### src/rtl/demux16_pkg.sv
// demux16_pkg: shared definitions for the 16-way serial-to-parallel path.
//   N      : assembled word width
//   SEL_W  : bit index width, log2(N)
//   state_e: deserializer FSM states (FILL collects bits, HOLD offers the word)
package demux16_pkg;
  localparam int N     = 16;
  localparam int SEL_W = 4;

  typedef enum logic {
    FILL = 1'b0,
    HOLD = 1'b1
  } state_e;
endpackage

### src/rtl/demux1to16_dec.sv
// demux1to16_dec: SEL_W-to-N one-hot decoder with enable.
//   en     : when low, no output is asserted
//   sel    : index to decode
//   onehot : onehot[sel] = en, all other bits 0
module demux1to16_dec #(
  parameter int N     = demux16_pkg::N,
  parameter int SEL_W = demux16_pkg::SEL_W
) (
  input  logic             en,
  input  logic [SEL_W-1:0] sel,
  output logic [N-1:0]     onehot
);
  for (genvar i = 0; i < N; i++) begin : g_dec
    assign onehot[i] = en && (sel == SEL_W'(i));
  end
endmodule

### src/rtl/demux16_deser.sv
// demux16_deser: serial (LSB first) to 16-bit parallel deserializer.
//   clk, rst_n : clock, asynchronous active-low reset
//   clear      : synchronous frame abort (drops partial word / pending output)
//   in_valid/in_bit/in_ready : serial bit input handshake
//   bit_idx    : word position the next accepted bit is written to
//   out_valid/out_word/out_ready : assembled word output handshake
// All outputs are registers or decodes of the state register.
module demux16_deser #(
  parameter int N     = demux16_pkg::N,
  parameter int SEL_W = demux16_pkg::SEL_W
) (
  input  logic             clk,
  input  logic             rst_n,
  input  logic             clear,
  input  logic             in_valid,
  input  logic             in_bit,
  output logic             in_ready,
  output logic [SEL_W-1:0] bit_idx,
  output logic             out_valid,
  output logic [N-1:0]     out_word,
  input  logic             out_ready
);
  import demux16_pkg::*;

  state_e         state, state_nxt;
  logic [N-1:0]   word;
  logic [N-1:0]   we;
  logic           accept;

  assign in_ready  = (state == FILL);
  assign out_valid = (state == HOLD);
  assign out_word  = word;
  assign accept    = in_valid && in_ready;

  // one write enable per word bit; only the bit at bit_idx is touched
  demux1to16_dec #(.N(N), .SEL_W(SEL_W)) u_dec (
    .en     (accept),
    .sel    (bit_idx),
    .onehot (we)
  );

  always_ff @(posedge clk or negedge rst_n) begin
    if (!rst_n) state <= FILL;
    else        state <= state_nxt;
  end

  always_comb begin
    state_nxt = state;
    unique case (state)
      FILL: if (accept && bit_idx == SEL_W'(N-1)) state_nxt = HOLD;
      HOLD: if (out_ready)                          state_nxt = FILL;
      default:                                      state_nxt = FILL;
    endcase
    if (clear) state_nxt = FILL;
  end

  // index wraps modulo N, so the last accept leaves it at 0 for the next frame
  always_ff @(posedge clk or negedge rst_n) begin
    if (!rst_n)      bit_idx <= '0;
    else if (clear)  bit_idx <= '0;
    else if (accept) bit_idx <= bit_idx + 1'b1;
  end

  // word is not cleared on handoff: stale bits are overwritten as the next
  // frame fills, and out_valid is low meanwhile
  always_ff @(posedge clk or negedge rst_n) begin
    if (!rst_n)     word <= '0;
    else if (clear) word <= '0;
    else begin
      for (int i = 0; i < N; i++)
        if (we[i]) word[i] <= in_bit;
    end
  end
endmodule

### config.mk
export PLATFORM = sky130hd
export DESIGN_NAME = demux16_deser
export DESIGN_NICKNAME = d
export VERILOG_FILES = /design/src/rtl/demux16_pkg.sv /design/src/rtl/demux1to16_dec.sv /design/src/rtl/demux16_deser.sv
export SDC_FILE = /design/constraint.sdc
export NUM_CORES = 1
export LEC_CHECK = 0
export CAP_MARGIN = 20
export CORE_AREA = 8 8 76 78
export CTS_BUF_LIST = sky130_fd_sc_hd__clkbuf_4
export CTS_CLUSTER_DIAMETER = 150
export DETAILED_ROUTE_END_ITERATION = 10
export DIE_AREA = 0 0 84 86
export PLACE_DENSITY = 0.57
export SYNTH_ARGS = -nofsm -noshare
export SYNTH_HDL_FRONTEND = slang
export SYNTH_SLANG_ARGS = --single-unit
### constraint.sdc
create_clock -name clk -period 1.8 [get_ports clk]
set_input_delay 0.45 -clock clk [delete_from_list [all_inputs] [get_ports clk]]
set_output_delay 0.45 -clock clk [all_outputs]
set_load 0.02 [all_outputs]
==> results.txt <==
vias per std cell: 4.56
largest net degree at the start of global routing: 22
CTS Buf Count: 3
Final Cycle Share: 97.3%
clk_lat worst skew: 0.31 ns
vias in the first global route: 936
slowest cell on the critical path: clkdlybuf4s50_1
IO Pins: 28
P_leak: 0.865 nW
CP arrival: 1.30 ns
Core Util, Final: 33.1%
DP Worst Slack: 0.0463 ns
distinct cell type count after synthesis: 22
grt ovf: 0
drt first pass iters: 4
final setup violating endpoints: 0
post-detailed-route wirelength per cell: 14.0 µm
top_reg_cell synth: dfrtp_1
Syn Area/Cell: 11.0 µm²
setup_tns: 0 ns
Switching Fraction: 26.3%
final worst setup slack: 0.0477 ns
YS warnings: 0
top post-synthesis cells by count: dfrtp_1 (21), nand2b_1 (18), mux2i_1 (17)
top-count cell post-synth: dfrtp_1
Slew Viols, Final: 0
sequential share of power: 56.5%
number of synthesized flops with an enable pin: 0
outcome: finished clean
die area: 7220 µm²
number of diodes: 0
postcts setup bufs: 0
IO buf count: 27
Final Skew: 0.00905 ns
Syn Std Cell Area: 1120 µm²
Die X: 84 µm
top cells by area, synth: dfrtp_1 (47%), mux2i_1 (15%), nand2b_1 (10%)
Seq/Total Area, Yosys: 46.9%
max incr delay on CP: 0.62 ns
area leader, netlist: dfrtp_1
initial core utilization: 24.4%
DR vias: 857
Synth top area share: 46.9%
post-synthesis net count: 112
Pwr per Cell Area: 572 nW/µm²
initial antenna violation count: 0
CTS root buffer: clkbuf_4
Worst Path Max Fanout: 2
# rows: 25
first-pass GRT wire length: 4540 µm
remaining antenna violation count: 0
Bufs on Longest Clock Path: 2
Sw Pwr: 0.229 mW
minimum clock period: 1.75 ns
#FFs+latches synth: 21
Max Fclk: 0.571 GHz
fill count: 457
CTS Sinks: 21
share of layout cells above drive strength 1: 11.9%
VDD IR-drop max: 185 µV
CTS tree: yes
DIE HEIGHT: 86 µm
Final Hold Vio Count: 0
Hold Crit Class: input pin to async pin
critical path endpoint category: output pin
WL final: 2630 µm
violation count after the first detailed-route iteration: 53
Max transition margin: 81.0%
residual DRC count: 0
crit-path leading delay family: buffers and inverters
Reg2Reg Setup Slack: 0.53 ns
RSZ-0062 raised after global routing: no
Synth async-reset ratio: 100%
kind of start point of the critical path: register
CP Buf/Inv Count: 1
Critical Path RT: 1.35 ns
Core ar.: 4600 µm²
crit path kind: register to output pin
critical-path cell list: clkdlybuf4s50_1
half-perimeter wire length after detailed placement: 1970 µm
Worst-Margin Slew: 0.284 ns
H-Tree Depth: 1
GRT Util Overall: 7.62%
P_int: 0.641 mW
Area Overhead vs Synth: 35.6%
Clock transition at path regs: 0.12 ns
cts hold-fix bufs: 0
RD Place Congestion: 0.781
power share of the clock group: 28.8%
combinational share of power: 14.7%
Final #Nets: 145
Synth Instances: 102
maxcap violations: 0
-- flip-flops by register name, summed over array words and instances, names as in the netlist --
| name | cells |
|---|---|
| bit_idx | 4 |
| out_valid | 1 |
| out_word | 16 |
-- area by class of cell --
class,count,area [µm²],share of cell area [%]
Timing Repair Buffer,36,363,23.9
Multi-Input combinational cell,70,523,34.4
Inverter,3,11.3,0.741
Clock buffer,4,30.0,1.98
Sequential cell,21,526,34.6
Tap cell,54,67.6,4.44
-- final timing paths --
| kind | start | endpoint | cells past startpoint |
|---|---|---|---|
| worst min register to register | out_word[12] | out_word[12] | 2 |
| worst max-delay path | out_word[2] | out_word[2] | 1 |
| worst max register to register | bit_idx[0] | out_word[14] | 4 |
| max in group asynchronous | rst_n | out_word[6] | 2 |
| min in group clk | out_word[12] | out_word[12] | 2 |
| worst min-delay path | rst_n | out_word[15] | 2 |
-- cell usage in the layout (no fill, tap or decap), drive strengths merged --
| cell | count |
|---|---|
| inv | 3 |
| nand3b | 1 |
| ha | 4 |
| nand3 | 12 |
| nand4 | 5 |
| mux2 | 1 |
| dfrtp | 21 |
| xor2 | 1 |
| clkbuf | 4 |
| nor2b | 3 |
| dlygate4sd2 | 4 |
| dlymetal6s2s | 7 |
| buf | 9 |
| clkdlybuf4s50 | 16 |
| a21oi | 1 |
| mux2i | 17 |
| nor2 | 5 |
| nand2b | 18 |
| xnor2 | 1 |
| and2b | 1 |
-- power by group through the flow --
stage | registers, mW | logic, mW | clock network, mW
6_report | 0.492 | 0.128 | 0.250
5_1_grt | 0.493 | 0.140 | 0.278
4_1_cts | 0.491 | 0.131 | 0.258
3_5_place_dp | 0.501 | 0.133 | 0
3_3_place_gp | 0.499 | 0.132 | 0
2_1_floorplan | 0.509 | 0.0640 | 0
-- logic make-up (layout without fill, tap and decap cells) --
kind of cell / Yosys count / in the layout / synth area share, %
buf+inv: 11 / 43 / 6.47
fa+ha+maj: 4 / 4 / 4.46
flops: 21 / 21 / 46.9
simple gates: 45 / 45 / 23.7
xor+xnor: 2 / 2 / 1.56
mux: 18 / 18 / 16.5
compound gates: 1 / 1 / 0.446
-- layer usage --
metal | track usage, % | share of wire [%] | routed length, µm
met5 | 0 | 0 | 0
met1 | 8.11 | 44 | 1160
met2 | 13.1 | 47 | 1240
met4 | 3.30 | 1.6 | 42
met3 | 2.94 | 7.0 | 185
-- through the flow --
step                hold WS [ns]  cell area [µm²]  cells  power (mW)
floorplan                  0.154             1120    102       0.573
global placement           0.533             1480    184       0.631
detailed placement         0.534             1480    184       0.634
CTS                        0.498             1500    188       0.880
global route               0.518             1520    188       0.911
finish                     0.483             1520    188       0.870
-- timing repair --
| action | in CTS | in global routing |
|---|---|---|
| gates resized for setup | 4 | 7 |
| hold endpoints to repair | 0 | 0 |
| endpoints found under the setup margin | 4 | 7 |
Power figures use the tool's default switching activity.
==> patch, RTL diff (same flow settings) <==
Set the package constant `SEL_W` to 6 (it was 4).
--- a/src/rtl/demux16_pkg.sv
+++ b/src/rtl/demux16_pkg.sv
@@ -4,7 +4,7 @@
 //   state_e: deserializer FSM states (FILL collects bits, HOLD offers the word)
 package demux16_pkg;
   localparam int N     = 16;
-  localparam int SEL_W = 4;
+  localparam int SEL_W = 6;
 
   typedef enum logic {
     FILL = 1'b0,
Ports: changed (resized bit_idx); port bits go from 28 to 30. No check against the original RTL was run, so the function may have changed too.
==> patch against the original RTL <==
  * Setup slack gained 0.0031 ns
  * Design area grew 12%
  * Register-to-register slack lost 0.23 ns
  * First-iteration DRC count shrank 60%
  * Clock power grew 2%
  * Total power grew 6.7%
  * Sequential power grew 8.7%
  * Wire length grew 9.5%
  * Fmax grew 0.18%
  * Sequential cell count grew 2
  * Area after synthesis grew 8.3%
==> patch: results <==
[placed_design]
dp_hpwl_um = 2160
post-place-ws_ns = -0.0395
placed_area_um2 = 1640
port_buffers = 29

[setup_path]
slowest_delay_ns = 0.60
reg2reg_depth = 5

[logic_synthesis]
synth_commonest_cells = "dfrtp_1 (23), nand2b_1 (18), mux2i_1 (17), nand2_1 (17)"
synth_fa_ha_area_frac = 0.0412
synth_cell_types = 25
synth-compound-area-share = 0.0340
synthMuxAreaShare = 0.140
synth_xor_area_frac = 0.0144
synth_area_leaders = "dfrtp_1 (47%), mux2i_1 (14%), nand2b_1 (9.3%)"
ys_seq_area_frac = 0.474
synth_nets = 124

[timing]
fin_skew_ns = 0.00625
slew_headroom = 0.800

[global_route]
grt_pass1_wl_um = 4940
grt_pass1_vias = 1065
grt_max_degree = 24
grtUsageTotal = 0.0811

[power]
p_leak_nw = 1.08
ir_drop_mv = 0.255

[cells_and_area]
nNetsFinal = 165
fillCellCount = 461
drive_above_1_share = 0.169
post-route-cell-area_um2 = 1700

[routing]
vias_per_cell = 4.42
drtIter0Drc = 21
wl_per_cell_um = 13.8

[outcome]
outcome = "completed"
## patch: area by class of cell
type | count | share of cell area
Sequential cell | 23 | 0.339
Clock inverter | 1 | 0.00295
Inverter | 3 | 0.00663
Multi-Input combinational cell | 83 | 0.359
Clock buffer | 3 | 0.0133
Timing Repair Buffer | 41 | 0.239
Tap cell | 54 | 0.0398
## patch: cell families (layout without fill, tap and decap cells)
group	count (synthesis)	in the layout
buf+inv	8	48
compound gates	7	7
mux	17	17
xor+xnor	2	2
simple gates	53	53
fa+ha+maj	4	4
flops	23	23
## patch: routing by layer
| metal | vias to the layer above | track usage | routed length, µm |
|---|---|---|---|
| li1 | 461 | - | - |
| met1 | 436 | 0.101 | 1380 |
| met2 | 20 | 0.128 | 1320 |
| met3 | 3 | 0.0265 | 150 |
| met4 | 0 | 0.0283 | 24 |
| met5 | - | 0 | 0 |
## patch: timing repair
action                                  in CTS  in global routing
endpoints found under the setup margin       8                 15
hold endpoints to repair                     0                  0
gates resized for setup                      9                 15
cloned                                       0                  0
hold buffers                                 0                  0
## patch: path summary, 6_finish.rpt
check | start | endpoint | slack, ns
setup / recovery | out_word[12]$_DFFE_PN0P_ | out_word[12] | 0.05
hold / removal | rst_n | out_word[7]$_DFFE_PN0P_ | 0.46
setup reg to reg | bit_idx[1]$_DFFE_PN0P_ | out_word[15]$_DFFE_PN0P_ | 0.30
hold reg to reg | out_word[13]$_DFFE_PN0P_ | out_word[13]$_DFFE_PN0P_ | 0.56
max in group asynchronous | rst_n | bit_idx[2]$_DFFE_PN0P_ | 1.10
min in group clk | out_word[13]$_DFFE_PN0P_ | out_word[13]$_DFFE_PN0P_ | 0.56
## patch: power by group
| group | internal (mW) | switching, mW | total [mW] |
|---|---|---|---|
| logic | 0.0655 | 0.0715 | 0.137 |
| registers | 0.525 | 0.0102 | 0.535 |
| clock network | 0.0833 | 0.172 | 0.255 |
## patch: metrics by stage
step / instances / total power [mW] / setup TNS, ns / hold WS, ns
after global routing: 208 / 0.973 / 0 / 0.472
after detailed placement: 204 / 0.689 / -0.0884 / 0.543
after global placement: 204 / 0.685 / -0.00255 / 0.536
after CTS: 208 / 0.940 / 0 / 0.462
final: 208 / 0.928 / 0 / 0.458
after floorplan: 114 / 0.611 / 0 / 0.154
